--- src/rtl/store_buf_pkg.sv ---
// Shared types and helpers for the store buffer between EX/MEM and the 64x32 data memory.
package store_buf_pkg;

    localparam int ADDR_W = 6;
    localparam int DATA_W = 32;

    typedef struct packed {
        logic              valid;
        logic [ADDR_W-1:0] addr;
        logic [DATA_W-1:0] data;
    } sb_entry_t;

    // Pointer width for a power-of-two buffer depth.
    function automatic int ptr_w(input int depth);
        return (depth > 1) ? $clog2(depth) : 1;
    endfunction

endpackage

--- src/rtl/store_buf_fwd_match.sv ---
// Address compare across all buffer entries with youngest-first priority select.
// Serves both load forwarding and the store-coalesce lookup.
module store_buf_fwd_match
    import store_buf_pkg::*;
#(
    parameter int DEPTH = 4,
    localparam int PW = ptr_w(DEPTH)
) (
    input  sb_entry_t                entries [DEPTH],
    input  logic [PW-1:0]            tail,
    input  logic [ADDR_W-1:0]        ld_addr,
    output logic                     hit,
    output logic [PW-1:0]            idx,
    output logic [DATA_W-1:0]        data
);

    logic [PW-1:0] pos;

    // Walk oldest to youngest so the last match found is the youngest.
    always_comb begin
        hit  = 1'b0;
        idx  = '0;
        data = '0;
        pos  = '0;
        for (int k = DEPTH; k >= 1; k--) begin
            pos = tail - PW'(k);
            if (entries[pos].valid && (entries[pos].addr == ld_addr)) begin
                hit  = 1'b1;
                idx  = pos;
                data = entries[pos].data;
            end
        end
    end

endmodule

--- src/rtl/store_buffer.sv ---
// Circular store buffer with load forwarding; drains one store per cycle when no load owns the port.
// Optional in-place store coalescing is enabled by defining STORE_BUF_COALESCE_EN.
module store_buffer
    import store_buf_pkg::*;
#(
    parameter int DEPTH  = 4,
    parameter int ADDR_W = store_buf_pkg::ADDR_W,
    parameter int DATA_W = store_buf_pkg::DATA_W
) (
    input  logic              clk,
    input  logic              rst,
    input  logic              st_valid,
    input  logic [ADDR_W-1:0] st_addr,
    input  logic [DATA_W-1:0] st_data,
    output logic              st_ready,
    input  logic              ld_valid,
    input  logic [ADDR_W-1:0] ld_addr,
    output logic [DATA_W-1:0] ld_data,
    output logic              ld_fwd,
    output logic              stall,
    output logic              empty,
    output logic              mem_we,
    output logic [ADDR_W-1:0] mem_addr,
    output logic [DATA_W-1:0] mem_wdata,
    input  logic [DATA_W-1:0] mem_rdata
);

    localparam int PW = ptr_w(DEPTH);

    logic [PW-1:0]     head, tail;
    logic [PW:0]       count;
    logic [DEPTH-1:0]  vld;
    logic [ADDR_W-1:0] ent_addr [DEPTH];
    logic [DATA_W-1:0] ent_data [DEPTH];
    sb_entry_t         ents     [DEPTH];

    logic              full, drain, accept, alloc, merge, coalesce;
    logic              fwd_hit;
    logic [PW-1:0]     fwd_idx, st_idx;
    logic [DATA_W-1:0] fwd_data;

    always_comb begin
        for (int i = 0; i < DEPTH; i++) begin
            ents[i] = '{valid: vld[i], addr: ent_addr[i], data: ent_data[i]};
        end
    end

    assign full  = (count == (PW+1)'(DEPTH));
    assign empty = (count == '0);
    // Loads own the memory port; reset suppresses any in-flight write.
    assign drain = !ld_valid && !empty && !rst;

    store_buf_fwd_match #(.DEPTH(DEPTH)) u_fwd (
        .entries (ents),
        .tail    (tail),
        .ld_addr (ld_addr),
        .hit     (fwd_hit),
        .idx     (fwd_idx),
        .data    (fwd_data)
    );

`ifdef STORE_BUF_COALESCE_EN
    logic              st_hit;
    logic [DATA_W-1:0] st_match_data;

    store_buf_fwd_match #(.DEPTH(DEPTH)) u_coalesce (
        .entries (ents),
        .tail    (tail),
        .ld_addr (st_addr),
        .hit     (st_hit),
        .idx     (st_idx),
        .data    (st_match_data)
    );

    // A hit on the head that leaves this cycle must allocate a fresh entry.
    assign coalesce = st_hit && !(drain && (st_idx == head));
    assign st_ready = !full || st_hit;
    wire unused_match = &{1'b0, fwd_idx, st_match_data};
`else
    assign st_idx   = '0;
    assign coalesce = 1'b0;
    assign st_ready = !full;
    wire unused_match = &{1'b0, fwd_idx};
`endif

    assign accept = st_valid && st_ready && !rst;
    assign alloc  = accept && !coalesce;
    assign merge  = accept && coalesce;
    assign stall  = st_valid && !st_ready && !rst;

    assign mem_we    = drain;
    assign mem_addr  = drain ? ent_addr[head] : ld_addr;
    assign mem_wdata = ent_data[head];
    assign ld_fwd    = fwd_hit;
    assign ld_data   = fwd_hit ? fwd_data : mem_rdata;

    always_ff @(posedge clk) begin
        if (rst) begin
            head  <= '0;
            tail  <= '0;
            count <= '0;
            vld   <= '0;
        end else begin
            if (drain) begin
                vld[head] <= 1'b0;
                head      <= head + 1'b1;
            end
            // Allocation after the drain clear so a full buffer reusing the head slot stays valid.
            if (alloc) begin
                vld[tail] <= 1'b1;
                tail      <= tail + 1'b1;
            end
            count <= count + (PW+1)'(alloc) - (PW+1)'(drain);
        end
    end

    always_ff @(posedge clk) begin
        if (alloc) begin
            ent_addr[tail] <= st_addr;
            ent_data[tail] <= st_data;
        end else if (merge) begin
            ent_data[st_idx] <= st_data;
        end
    end

endmodule
--- config.mk ---
export PLATFORM = sky130hd
export DESIGN_NAME = store_buffer
export DESIGN_NICKNAME = d
export VERILOG_FILES = /design/src/rtl/store_buf_pkg.sv /design/src/rtl/store_buf_fwd_match.sv /design/src/rtl/store_buffer.sv
export SDC_FILE = /design/constraint.sdc
export NUM_CORES = 1
export LEC_CHECK = 0
export BUFFER_PORTS_ARGS = -buffer_cell sky130_fd_sc_hd__buf_2
export CORE_UTILIZATION = 55
export CTS_CLUSTER_SIZE = 16
export DETAILED_ROUTE_END_ITERATION = 10
export GPL_TIMING_DRIVEN = 1
export PLACE_DENSITY = 0.77
export SLEW_MARGIN = 20
export SYNTH_ARGS = -nofsm -noshare
export SYNTH_HDL_FRONTEND = slang
export SYNTH_HIERARCHICAL = 1
export SYNTH_SLANG_ARGS = --single-unit
--- constraint.sdc ---
create_clock -name clk -period 4.2 [get_ports clk]
set_clock_uncertainty 0.15 [all_clocks]
set_input_delay 0.42 -clock clk [delete_from_list [all_inputs] [get_ports clk]]
set_output_delay 0.42 -clock clk [all_outputs]
set_load 0.1 [all_outputs]
==> results of run 1 <==
==> sequential cells by signal (all words and copies together) (netlist names), named ones only <==
register  cells
vld           4
ent_addr     24
ent_data    128
count         3
head          2
tail          2
==> power groups by stage <==
stage	sequential, W	clock, W	combinational [W]
after floorplan	0.00197	0	0.00192
after global placement	0.00207	0	0.00223
after detailed placement	0.00207	0	0.00225
after CTS	0.00203	0.00152	0.00229
after global routing	0.00204	0.00159	0.00245
final	0.00202	0.00151	0.00235
==> routing by layer <==
metal | vias to the layer above | global-route usage (%) | part of all wire (%)
met2 | 529 | 47.91 | 49
li1 | 4040 | - | -
met3 | 80 | 5.517 | 7.6
met5 | - | 0 | 0
met4 | 0 | 13.53 | 3.2
met1 | 4495 | 36.97 | 40
==> repair_timing <==
action                                  4_1_cts  5_1_grt
setup buffers                                 4       19
endpoints found under the setup margin       33       32
pin swaps                                     1        8
cloned                                        3        0
resized for setup                            11       24
==> worst max-delay path: stages (launching register included) <==
cell,delay [ns]
sky130_fd_sc_hd__edfxtp_1,0.45
sky130_fd_sc_hd__mux4_2,0.49
sky130_fd_sc_hd__xor2_1,0.20
sky130_fd_sc_hd__or3_1,0.45
sky130_fd_sc_hd__o32ai_4,0.25
sky130_fd_sc_hd__buf_4,0.18
sky130_fd_sc_hd__bufbuf_16,0.28
sky130_fd_sc_hd__a31oi_1,0.10
sky130_fd_sc_hd__o221ai_1,0.29
sky130_fd_sc_hd__mux2_2,0.25
sky130_fd_sc_hd__buf_12,0.17
==> layout make-up <==
cell class	instances	area (um^2)	area share, %
repair buffers	204	1802	13.12
clock inverters	14	136.4	0.9934
flip-flops and latches	165	4835	35.22
diodes	2	5.005	0.03646
inverters	13	48.80	0.3554
clock buffers	18	429.2	3.126
multi-input cells	702	6135	44.69
well taps	270	337.8	2.461
==> how the worst max path moves through the flow <==
stage | startpoint | to | depth (start not counted)
after floorplan | tail[0]$_SDFFE_PP0P_ | ld_data[10] | 11
after global routing | tail[0]$_SDFFE_PP0P_ | ld_data[2] | 12
after global placement | tail[1]$_SDFFE_PP0P_ | ld_data[27] | 10
final | ent_addr[2][4]$_DFFE_PP_ | ld_data[21] | 10
after CTS | tail[1]$_SDFFE_PP0P_ | ld_data[2] | 11
after detailed placement | tail[1]$_SDFFE_PP0P_ | ld_data[3] | 9
==> metrics by stage <==
step                util, %  std cells  area, um^2  power [W]  worst slack, ns
floorplan                 -        969       11320   0.003892           0.1011
CTS                   66.94       1367       13500   0.005840         0.009969
global route          68.06       1388       13730   0.006077        -0.007754
finish                68.06       1388       13730   0.005891          0.06996
detailed placement    63.24       1328       12760   0.004323           0.1720
global placement      63.24       1328       12760   0.004295           0.2888
==> reports/qor.json, run 1 <==
{
  "hold_class": {"value": "in2reg"},
  "hold-path-cell-count": {"value": 1},
  "grt.total_usage": {"value": 28.96, "unit": "%"},
  "global_route_wire_length_before_repair": {"value": 47.87, "unit": "mm"},
  "worst_ep_required_time": {"value": 3.63, "unit": "ns"},
  "peakVddDrop": {"value": 0.3953, "unit": "mV"},
  "final_layout_size_suffix_gt1_share": {"value": 40.05, "unit": "%"},
  "criticalPathCategory": {"value": "reg2out"},
  "p_clk_share": {"value": 25.7, "unit": "%"},
  "clock_latency": {"value": 0.43, "unit": "ns"},
  "hold_ws": {"value": 0.04984, "unit": "ns"},
  "setup.reg_to_reg.worst_slack": {"value": 1.28, "unit": "ns"},
  "cts_made_buffers": {"value": 17},
  "final_cell_mix": {"value": "sky130_fd_sc_hd__edfxtp_1, sky130_fd_sc_hd__mux2_2, sky130_fd_sc_hd__buf_2, sky130_fd_sc_hd__nand2_1, sky130_fd_sc_hd__nor2_1"},
  "fmax": {"value": 0.2421, "unit": "GHz"},
  "clk_pin_slew": {"value": 0.06, "unit": "ns"},
  "final-max-slew-violation-count": {"value": 0},
  "clock-root-buffer": {"value": "sky130_fd_sc_hd__clkbuf_16"},
  "vias_per_cell": {"value": 6.588},
  "synthesis.area_per_instance": {"value": 11.67, "unit": "um^2"},
  "synthesis.yosys.warnings": {"value": 6},
  "crit_path_max_fo": {"value": 15},
  "drt.antenna.violating_nets": {"value": 0},
  "mostFrequentLayoutCell": {"value": "sky130_fd_sc_hd__edfxtp_1"},
  "cts.path.max_buffers": {"value": 2},
  "final_worst_path_cycle_share": {"value": 98.33, "unit": "%"},
  "postSynthCellCount": {"value": 969},
  "leakagePower": {"value": 4.690, "unit": "nW"},
  "critPathArrivalTime": {"value": 3.56, "unit": "ns"},
  "timing.final.setup_violations": {"value": 0},
  "die_x": {"value": 145.4, "unit": "um"},
  "die-area": {"value": 0.02114, "unit": "mm^2"},
  "postCtsHoldBufs": {"value": 0},
  "half_perimeter_wire_length_of_the_detailed_placement_result": {"value": 18.95, "unit": "mm"},
  "initialDrtViolationCount": {"value": 1013},
  "grt_pass1_vias": {"value": 8953},
  "netlist_area": {"value": 0.01131, "unit": "mm^2"},
  "tritoncts_clock_tree": {"value": "built"},
  "worst_r2r_path_depth": {"value": 10},
  "post_route_drc": {"value": 0},
  "fp-row-count": {"value": 52},
  "drt-pass1-iter-count": {"value": 6},
  "power.switching_fraction": {"value": 40.88, "unit": "%"},
  "floorplan.core_area": {"value": 0.02017, "unit": "mm^2"},
  "reg2reg_to": {"value": "count[2]$_SDFF_PP0_"},
  "hold-path-endpoint": {"value": "ent_data[1][8]$_DFFE_PP_"},
  "power_internal": {"value": 0.003483, "unit": "W"},
  "finalWorstPathRequiredPeriod": {"value": 4.130, "unit": "ns"},
  "routed-via-count": {"value": 9144},
  "critical_path.endpoint_type": {"value": "output port"},
  "setup-tns-final": {"value": 0, "unit": "ns"},
  "hold_path.startpoint": {"value": "st_data[8]"},
  "gr-total-overflow": {"value": 0},
  "count_of_final_hold_check_violations": {"value": 0},
  "ios": {"value": 155},
  "initial_utilization": {"value": 56.07, "unit": "%"},
  "worstMarginPinSlew": {"value": 1.092, "unit": "ns"},
  "grt_start_max_net_pins": {"value": 62},
  "critical_path.startpoint_type": {"value": "flop"},
  "ctsHtreeMaxLevel": {"value": 4},
  "status": {"value": "completed"},
  "critical_path.reg2reg.startpoint": {"value": "count[1]$_SDFF_PP0_"},
  "drv.max_cap_violation_count": {"value": 0},
  "pwr-share-comb": {"value": 39.9, "unit": "%"},
  "fp.dieH": {"value": 145.4, "unit": "um"},
  "seq_power_share": {"value": 34.4, "unit": "%"},
  "area_growth": {"value": 21.40, "unit": "%"},
  "powerDensity": {"value": 429.1, "unit": "mW/mm^2"},
  "fillCellCount": {"value": 1437},
  "grt_antenna_before_repair": {"value": 2},
  "totalWireLength": {"value": 31.17, "unit": "mm"},
  "clkSinkCount": {"value": 165},
  "final_net_count": {"value": 1194},
  "switchingPower": {"value": 0.002408, "unit": "W"},
  "io_buffers": {"value": 154},
  "gp_congestion": {"value": 0.8364},
  "slew_headroom": {"value": 27.06, "unit": "%"},
  "route.detailed.wl_per_inst": {"value": 22.46, "unit": "um"},
  "synth_nets": {"value": 1060}
}
Note: power is estimated with default switching activity, not from simulation.
==> run 2, diff against run 1 <==
Settings changed: SYNTH_HIERARCHICAL 1 to default.
==> run 2 against run 1 <==
  * Non-clock buffer count increased by 2
  * Sequential cell count unchanged
  * Sequential share of layout area decreased by 1.5 points
  * Critical path depth grew 2
  * Hold slack got worse by 0.0080 ns
  * Highest routed layer is now met5
==> reports/qor.json, run 2 <==
{
  "status": {"value": "completed"},
  "hold_path.startpoint": {"value": "st_data[28]"},
  "grt_antenna_before_repair": {"value": 4},
  "fp-row-count": {"value": 51},
  "synth_sequential_area_ratio": {"value": 43.01, "unit": "%"},
  "hold-path-endpoint": {"value": "ent_data[3][28]$_DFFE_PP_"},
  "cts.path.max_buffers": {"value": 2},
  "final_cell_mix": {"value": "sky130_fd_sc_hd__edfxtp_1, sky130_fd_sc_hd__buf_2, sky130_fd_sc_hd__nor2_1, sky130_fd_sc_hd__mux4_2, sky130_fd_sc_hd__a21oi_1"},
  "initial_utilization": {"value": 56.89, "unit": "%"},
  "clock_latency": {"value": 0.44, "unit": "ns"},
  "post_route_drc": {"value": 0},
  "crit_path_max_fo": {"value": 8},
  "criticalPathCategory": {"value": "reg2out"},
  "routed-via-count": {"value": 8855},
  "fillCellCount": {"value": 1227},
  "power.total": {"value": 0.006982, "unit": "W"},
  "drt.antenna.violating_nets": {"value": 0},
  "final-max-slew-violation-count": {"value": 0},
  "crit_slowest_cell": {"value": "sky130_fd_sc_hd__mux4_2"},
  "clock-root-buffer": {"value": "sky130_fd_sc_hd__clkbuf_16"},
  "area_growth": {"value": 27.88, "unit": "%"},
  "global_route_wire_length_before_repair": {"value": 46.42, "unit": "mm"},
  "synth-edff-count": {"value": 152},
  "critical_path.reg2reg.startpoint": {"value": "count[1]$_SDFF_PP0_"},
  "critPathMaxStageDelay": {"value": 0.50, "unit": "ns"},
  "slew_headroom": {"value": 32.95, "unit": "%"},
  "critical_path.endpoint_type": {"value": "output port"},
  "synth_most_common_cell": {"value": "sky130_fd_sc_hd__edfxtp_1"},
  "ctsHtreeMaxLevel": {"value": 4},
  "io_buffers": {"value": 154},
  "synthesis.yosys.warnings": {"value": 0},
  "netlist.top_cell.by_area": {"value": "sky130_fd_sc_hd__edfxtp_1"},
  "mostFrequentLayoutCell": {"value": "sky130_fd_sc_hd__edfxtp_1"},
  "fp.dieH": {"value": 144.8, "unit": "um"},
  "worst_ep_required_time": {"value": 3.63, "unit": "ns"},
  "pre_cts_ws": {"value": 0.2020, "unit": "ns"},
  "count_of_final_hold_check_violations": {"value": 0},
  "cts_made_buffers": {"value": 17},
  "reg_top3": {"value": "ent_data x128, ent_addr x24, vld x4"},
  "final_net_count": {"value": 1147},
  "postLayoutSetupSlackWorst": {"value": 0.1017, "unit": "ns"},
  "totalWireLength": {"value": 30.37, "unit": "mm"},
  "floorplan.core_area": {"value": 0.01972, "unit": "mm^2"},
  "worst_r2r_path_depth": {"value": 10},
  "postSynthRegisterBits": {"value": 165},
  "final_layout_size_suffix_gt1_share": {"value": 43.31, "unit": "%"},
  "powerDensity": {"value": 486.7, "unit": "mW/mm^2"},
  "ios": {"value": 155},
  "drv.max_cap_violation_count": {"value": 0},
  "layoutNonFillerInstCount": {"value": 1337},
  "multiInputGateArea": {"value": 0.006661, "unit": "mm^2"},
  "die_x": {"value": 144.8, "unit": "um"},
  "fmax": {"value": 0.2440, "unit": "GHz"},
  "peakVddDrop": {"value": 0.3667, "unit": "mV"},
  "grt.total_usage": {"value": 29.76, "unit": "%"},
  "leakagePower": {"value": 4.812, "unit": "nW"},
  "drt-pass1-iter-count": {"value": 5},
  "finalWorstPathRequiredPeriod": {"value": 4.098, "unit": "ns"},
  "route.detailed.wl_per_inst": {"value": 22.71, "unit": "um"},
  "initialDrtViolationCount": {"value": 749},
  "grt_start_max_net_pins": {"value": 70},
  "gp_congestion": {"value": 0.9145},
  "critical_path.startpoint_type": {"value": "flop"},
  "hold-path-cell-count": {"value": 1},
  "crit_path_cell_trace": {"value": "inv_2 > ha_4 > buf_6 > mux4_2 > xor2_1 > nor2_1 > and3b_4 > nor4_4 > buf_4 > a211oi_1 > o2bb2ai_4 > buf_12"},
  "synthArstFlopShare": {"value": 0, "unit": "%"},
  "gr-total-overflow": {"value": 0},
  "timing.final.setup_violations": {"value": 0},
  "postSynthCellCount": {"value": 915},
  "final_worst_path_cycle_share": {"value": 97.58, "unit": "%"},
  "vias_per_cell": {"value": 6.623},
  "critPathArrivalTime": {"value": 3.53, "unit": "ns"},
  "synth_nets": {"value": 1006},
  "synth_commonest_cells": {"value": "sky130_fd_sc_hd__edfxtp_1, sky130_fd_sc_hd__nor2_1, sky130_fd_sc_hd__mux4_2"},
  "netlist_area": {"value": 0.01122, "unit": "mm^2"},
  "synth_top_flop_cell": {"value": "sky130_fd_sc_hd__edfxtp_1"},
  "clk_pin_slew": {"value": 0.07, "unit": "ns"},
  "tritoncts_clock_tree": {"value": "built"},
  "die-area": {"value": 0.02097, "unit": "mm^2"},
  "seqCellArea": {"value": 0.004835, "unit": "mm^2"},
  "hold_class": {"value": "in2reg"},
  "synthesis.area_per_instance": {"value": 12.26, "unit": "um^2"},
  "dp.cells": {"value": 1284},
  "clkSinkCount": {"value": 165},
  "half_perimeter_wire_length_of_the_detailed_placement_result": {"value": 18.96, "unit": "mm"},
  "setup.reg_to_reg.worst_slack": {"value": 1.46, "unit": "ns"},
  "top_register": {"value": "ent_data"},
  "synthDistinctLibCells": {"value": 56},
  "worstMarginPinSlew": {"value": 1.006, "unit": "ns"},
  "reg2reg_to": {"value": "count[2]$_SDFF_PP0_"},
  "largest_register_ffs": {"value": 128},
  "yosys-top-cells-area": {"value": "sky130_fd_sc_hd__edfxtp_1, sky130_fd_sc_hd__mux4_2, sky130_fd_sc_hd__mux2i_1"},
  "share_of_the_synthesized_area_in_the_top_cell_type": {"value": 40.69, "unit": "%"},
  "grt_pass1_vias": {"value": 8664}
}
## run 2: critical path, delay by kind of cell (launching register included)
family | cells | cell delay [ns]
AND/OR/NAND/NOR | 3 | 0.64
multiplexers | 1 | 0.50
adder cells (fa/ha/maj) | 1 | 0.35
flip-flops | 1 | 0.35
buffers and inverters | 4 | 0.56
AO/OA/AOI/OAI | 2 | 0.52
XOR/XNOR | 1 | 0.16
## run 2: per-layer routing
layer | wire length [um] | track usage, % | share of wire [%]
met1 | 11830 | 37.85 | 39
met2 | 15120 | 48.99 | 50
met3 | 2276 | 5.956 | 7.5
met4 | 1111 | 14.24 | 3.7
met5 | 23 | 0 | 0.076
## run 2: area by class of cell
cell class	count	share of cell area [%]
multi-input combinational	654	46.43
sequential	165	33.70
timing repair buffer	206	12.99
clock buffer	18	3.061
tap	265	2.311
clock inverter	14	1.125
inverter	12	0.3314
antenna	3	0.05233
## run 2: worst max-delay path by stage
stage | start | to | slack, ns | cells after the start
2_1_floorplan | tail[1]$_SDFFE_PP0N_ | ld_data[17] | -0.06 | 14
3_3_place_gp | tail[0]$_SDFFE_PP0N_ | ld_data[26] | 0.23 | 9
3_5_place_dp | tail[0]$_SDFFE_PP0N_ | ld_data[26] | 0.20 | 9
4_1_cts | tail[0]$_SDFFE_PP0N_ | ld_data[7] | 0.02 | 12
5_1_grt | tail[0]$_SDFFE_PP0N_ | ld_data[23] | -0.01 | 12
6_report | tail[0]$_SDFFE_PP0N_ | ld_data[23] | 0.10 | 12
## run 2: logic make-up (layout without fill, tap and decap cells)
family | Yosys count | after routing | share of synthesized area (%)
simple gates | 209 | 209 | 8.521
compound gates | 203 | 203 | 11.38
mux | 202 | 202 | 29.37
flops | 165 | 165 | 43.01
buf+inv | 96 | 250 | 4.104
xor+xnor | 29 | 29 | 2.331
fa+ha+maj | 11 | 11 | 1.294
other cells | 0 | 3 | 0
## run 2: timing repair
item                                   in CTS  in global routing
setup endpoints to repair                  32                 33
hold buffers                                0                  0
pin swaps                                   6                 10
buffers inserted                            5                  8
gates cloned                                4                  1
gates resized for setup                    27                 23
endpoints found under the hold margin       0                  0
## run 2: power by group
group	internal, W	switching [W]
registers	0.00190	0.000160
logic	0.00113	0.00220
clock network	0.000908	0.000683
total	0.00394	0.00304
## run 2: per-stage QoR
step           hold WS (ns)  util, %  TNS [ns]  instance area, um^2
2_1_floorplan        0.3063        -   -0.3718                11780
3_3_place_gp         0.3225    67.48         0                13310
3_5_place_dp         0.3390    67.48         0                13310
4_1_cts             0.03347    71.93         0                14180
5_1_grt             0.02314    72.75  -0.02306                14340
6_report            0.04186    72.76         0                14350
==> run 3, diff against run 2 <==
Settings changed: CORE_MARGIN from default to 3, CORE_UTILIZATION 55 to 47, PLACE_DENSITY 0.77 to 0.67, TNS_END_PERCENT from default to 100.
==> run 3 against run 2 <==
  * The flow now finishes with violations (negative setup slack)
  * First-iteration DRC count rose by 6.3%
  * Sequential share of layout area up 0.29 points
  * Register-to-register slack improved by 0.03 ns
  * Largest power group unchanged
  * Highest routed layer unchanged
==> reports/qor.json, run 3 (same netlist as run 2, synthesis figures left out) <==
{
  "hold_class": {"value": "in2reg"},
  "setup_repair_after_global_routing_missed_its_margin": {"value": "yes"},
  "drv.max_cap_violation_count": {"value": 0},
  "leakagePower": {"value": 4.729, "unit": "nW"},
  "violations": {"value": "negative setup slack"},
  "criticalPathCategory": {"value": "reg2out"},
  "critical_path.endpoint_type": {"value": "output port"},
  "critical_path.startpoint_type": {"value": "flop"},
  "routed-via-count": {"value": 8493},
  "ios": {"value": 155},
  "finalWorstPathRequiredPeriod": {"value": 4.210, "unit": "ns"},
  "io_buffers": {"value": 154},
  "critPathArrivalTime": {"value": 3.64, "unit": "ns"},
  "die-area": {"value": 0.02576, "unit": "mm^2"},
  "drt.antenna.violating_nets": {"value": 0},
  "crit_path_max_fo": {"value": 11},
  "grt_pass1_vias": {"value": 8334},
  "grt_start_max_net_pins": {"value": 73},
  "postCtsHoldBufs": {"value": 0},
  "mostFrequentLayoutCell": {"value": "sky130_fd_sc_hd__edfxtp_1"},
  "peakVddDrop": {"value": 0.3343, "unit": "mV"},
  "area_growth": {"value": 26.80, "unit": "%"},
  "drt-pass1-iter-count": {"value": 5},
  "worst_ep_required_time": {"value": 3.63, "unit": "ns"},
  "fp.dieH": {"value": 160.5, "unit": "um"},
  "clock_latency": {"value": 0.43, "unit": "ns"},
  "clkSinkCount": {"value": 165},
  "timing.final.setup_violations": {"value": 2},
  "tritoncts_clock_tree": {"value": "built"},
  "fmax": {"value": 0.2375, "unit": "GHz"},
  "die_x": {"value": 160.5, "unit": "um"},
  "totalWireLength": {"value": 29.69, "unit": "mm"},
  "cts_made_buffers": {"value": 17},
  "post_route_drc": {"value": 0},
  "status": {"value": "finished, violations left"},
  "clock-root-buffer": {"value": "sky130_fd_sc_hd__clkbuf_16"},
  "final_cell_mix": {"value": "sky130_fd_sc_hd__edfxtp_1, sky130_fd_sc_hd__buf_2, sky130_fd_sc_hd__nor2_1, sky130_fd_sc_hd__mux4_2, sky130_fd_sc_hd__a21oi_1"},
  "final_worst_path_cycle_share": {"value": 100.2, "unit": "%"},
  "final_layout_size_suffix_gt1_share": {"value": 42.14, "unit": "%"},
  "grt.total_usage": {"value": 22.71, "unit": "%"},
  "half_perimeter_wire_length_of_the_detailed_placement_result": {"value": 19.99, "unit": "mm"},
  "global_route_wire_length_before_repair": {"value": 45.84, "unit": "mm"},
  "setup-tns-final": {"value": -0.01586, "unit": "ns"},
  "floorplan.core_area": {"value": 0.02305, "unit": "mm^2"},
  "layoutNonFillerInstCount": {"value": 1377},
  "route.detailed.wl_per_inst": {"value": 21.56, "unit": "um"},
  "count_of_final_hold_check_violations": {"value": 0},
  "postLayoutSetupSlackWorst": {"value": -0.01033, "unit": "ns"},
  "final-max-slew-violation-count": {"value": 0},
  "powerDensity": {"value": 482.0, "unit": "mW/mm^2"},
  "clk_pin_slew": {"value": 0.07, "unit": "ns"},
  "top_register": {"value": "ent_data"},
  "initialDrtViolationCount": {"value": 796},
  "fillCellCount": {"value": 1761},
  "ctsHtreeMaxLevel": {"value": 4},
  "gr-total-overflow": {"value": 0},
  "grt_antenna_before_repair": {"value": 4},
  "cts.path.max_buffers": {"value": 2},
  "vias_per_cell": {"value": 6.168},
  "dp.cells": {"value": 1337},
  "fp-row-count": {"value": 55},
  "reg_top3": {"value": "ent_data x128, ent_addr x24, vld x4"},
  "initial_utilization": {"value": 48.66, "unit": "%"},
  "final_net_count": {"value": 1141},
  "gp_congestion": {"value": 0.8233},
  "slew_headroom": {"value": 33.22, "unit": "%"},
  "largest_register_ffs": {"value": 128},
  "worstMarginPinSlew": {"value": 1.002, "unit": "ns"}
}
==> run 3: cell types whose count changed in the layout (fill, tap and decap cells not counted), sizes merged <==
cell      change
inv           -4
buf           -5
bufbuf        -1
clkinvlp      +1
diode         -2
clkinv        +3
==> run 3: metal layers <==
layer  vias up  global-route usage (%)  wire length [um]
li1       3882                       -                 -
met3        40                   4.411              2085
met4         6                   7.613               599
met2       353                   36.96             14430
met1      4212                   30.78             12550
met5         -                       0                32
==> run 3: worst paths after layout <==
path | slack (ns) | from | endpoint | cells after the start
worst min register to register | 0.36 | vld[0]$_SDFF_PP0_ | vld[0]$_SDFF_PP0_ | 2
worst max register to register | 1.49 | count[1]$_SDFF_PP0_ | count[2]$_SDFF_PP0_ | 10
worst max-delay path | -0.01 | tail[0]$_SDFFE_PP0N_ | ld_data[28] | 11
worst min-delay path | 0.05 | st_data[15] | ent_data[2][15]$_DFFE_PP_ | 1
==> run 3: repair_timing <==
| item | CTS | global route |
|---|---|---|
| gates cloned | 0 | 1 |
| pin swaps | 0 | 3 |
| buffers inserted | 1 | 5 |
| resized for setup | 10 | 28 |
| endpoints found under the setup margin | 25 | 32 |
==> run 3: worst max-delay path: stages, from the launching register on <==
cell                       delay [ns]
sky130_fd_sc_hd__dfxtp_4         0.40
sky130_fd_sc_hd__inv_1           0.10
sky130_fd_sc_hd__ha_4            0.37
sky130_fd_sc_hd__mux4_2          0.53
sky130_fd_sc_hd__xnor2_1         0.17
sky130_fd_sc_hd__o2111a_1        0.26
sky130_fd_sc_hd__and3b_2         0.32
sky130_fd_sc_hd__buf_4           0.26
sky130_fd_sc_hd__nor4_1          0.08
sky130_fd_sc_hd__o31ai_1         0.37
sky130_fd_sc_hd__a31oi_4         0.15
sky130_fd_sc_hd__buf_12          0.19
==> run 3: metrics by stage <==
stage | util [%] | instance area, um^2 | total power [W] | setup slack, ns | hold WS [ns]
after floorplan | - | 11780 | 0.004676 | -0.05823 | 0.3063
after global placement | 58.14 | 13400 | 0.005288 | 0.3955 | 0.3262
after detailed placement | 58.14 | 13400 | 0.005310 | 0.2840 | 0.3513
after CTS | 60.91 | 14040 | 0.006849 | 0.007318 | 0.03598
after global routing | 61.70 | 14220 | 0.007145 | -0.1012 | 0.04308
final | 61.70 | 14220 | 0.006856 | -0.01033 | 0.04721
==> run 3: report_power, final <==
group	switching, W	internal [W]
logic	0.00220	0.00110
clock network	0.000653	0.000882
registers	0.000122	0.00190
==> run 3: area by class of cell <==
type | instances | area (um^2) | area share [%]
antenna | 1 | 2.502 | 0.01759
clock buffer | 18 | 429.2 | 3.017
clock inverter | 14 | 151.4 | 1.064
inverter | 12 | 50.05 | 0.3518
multi-input combinational | 654 | 6626 | 46.58
sequential | 165 | 4835 | 33.99
tap | 313 | 391.6 | 2.753
timing repair buffer | 200 | 1739 | 12.23
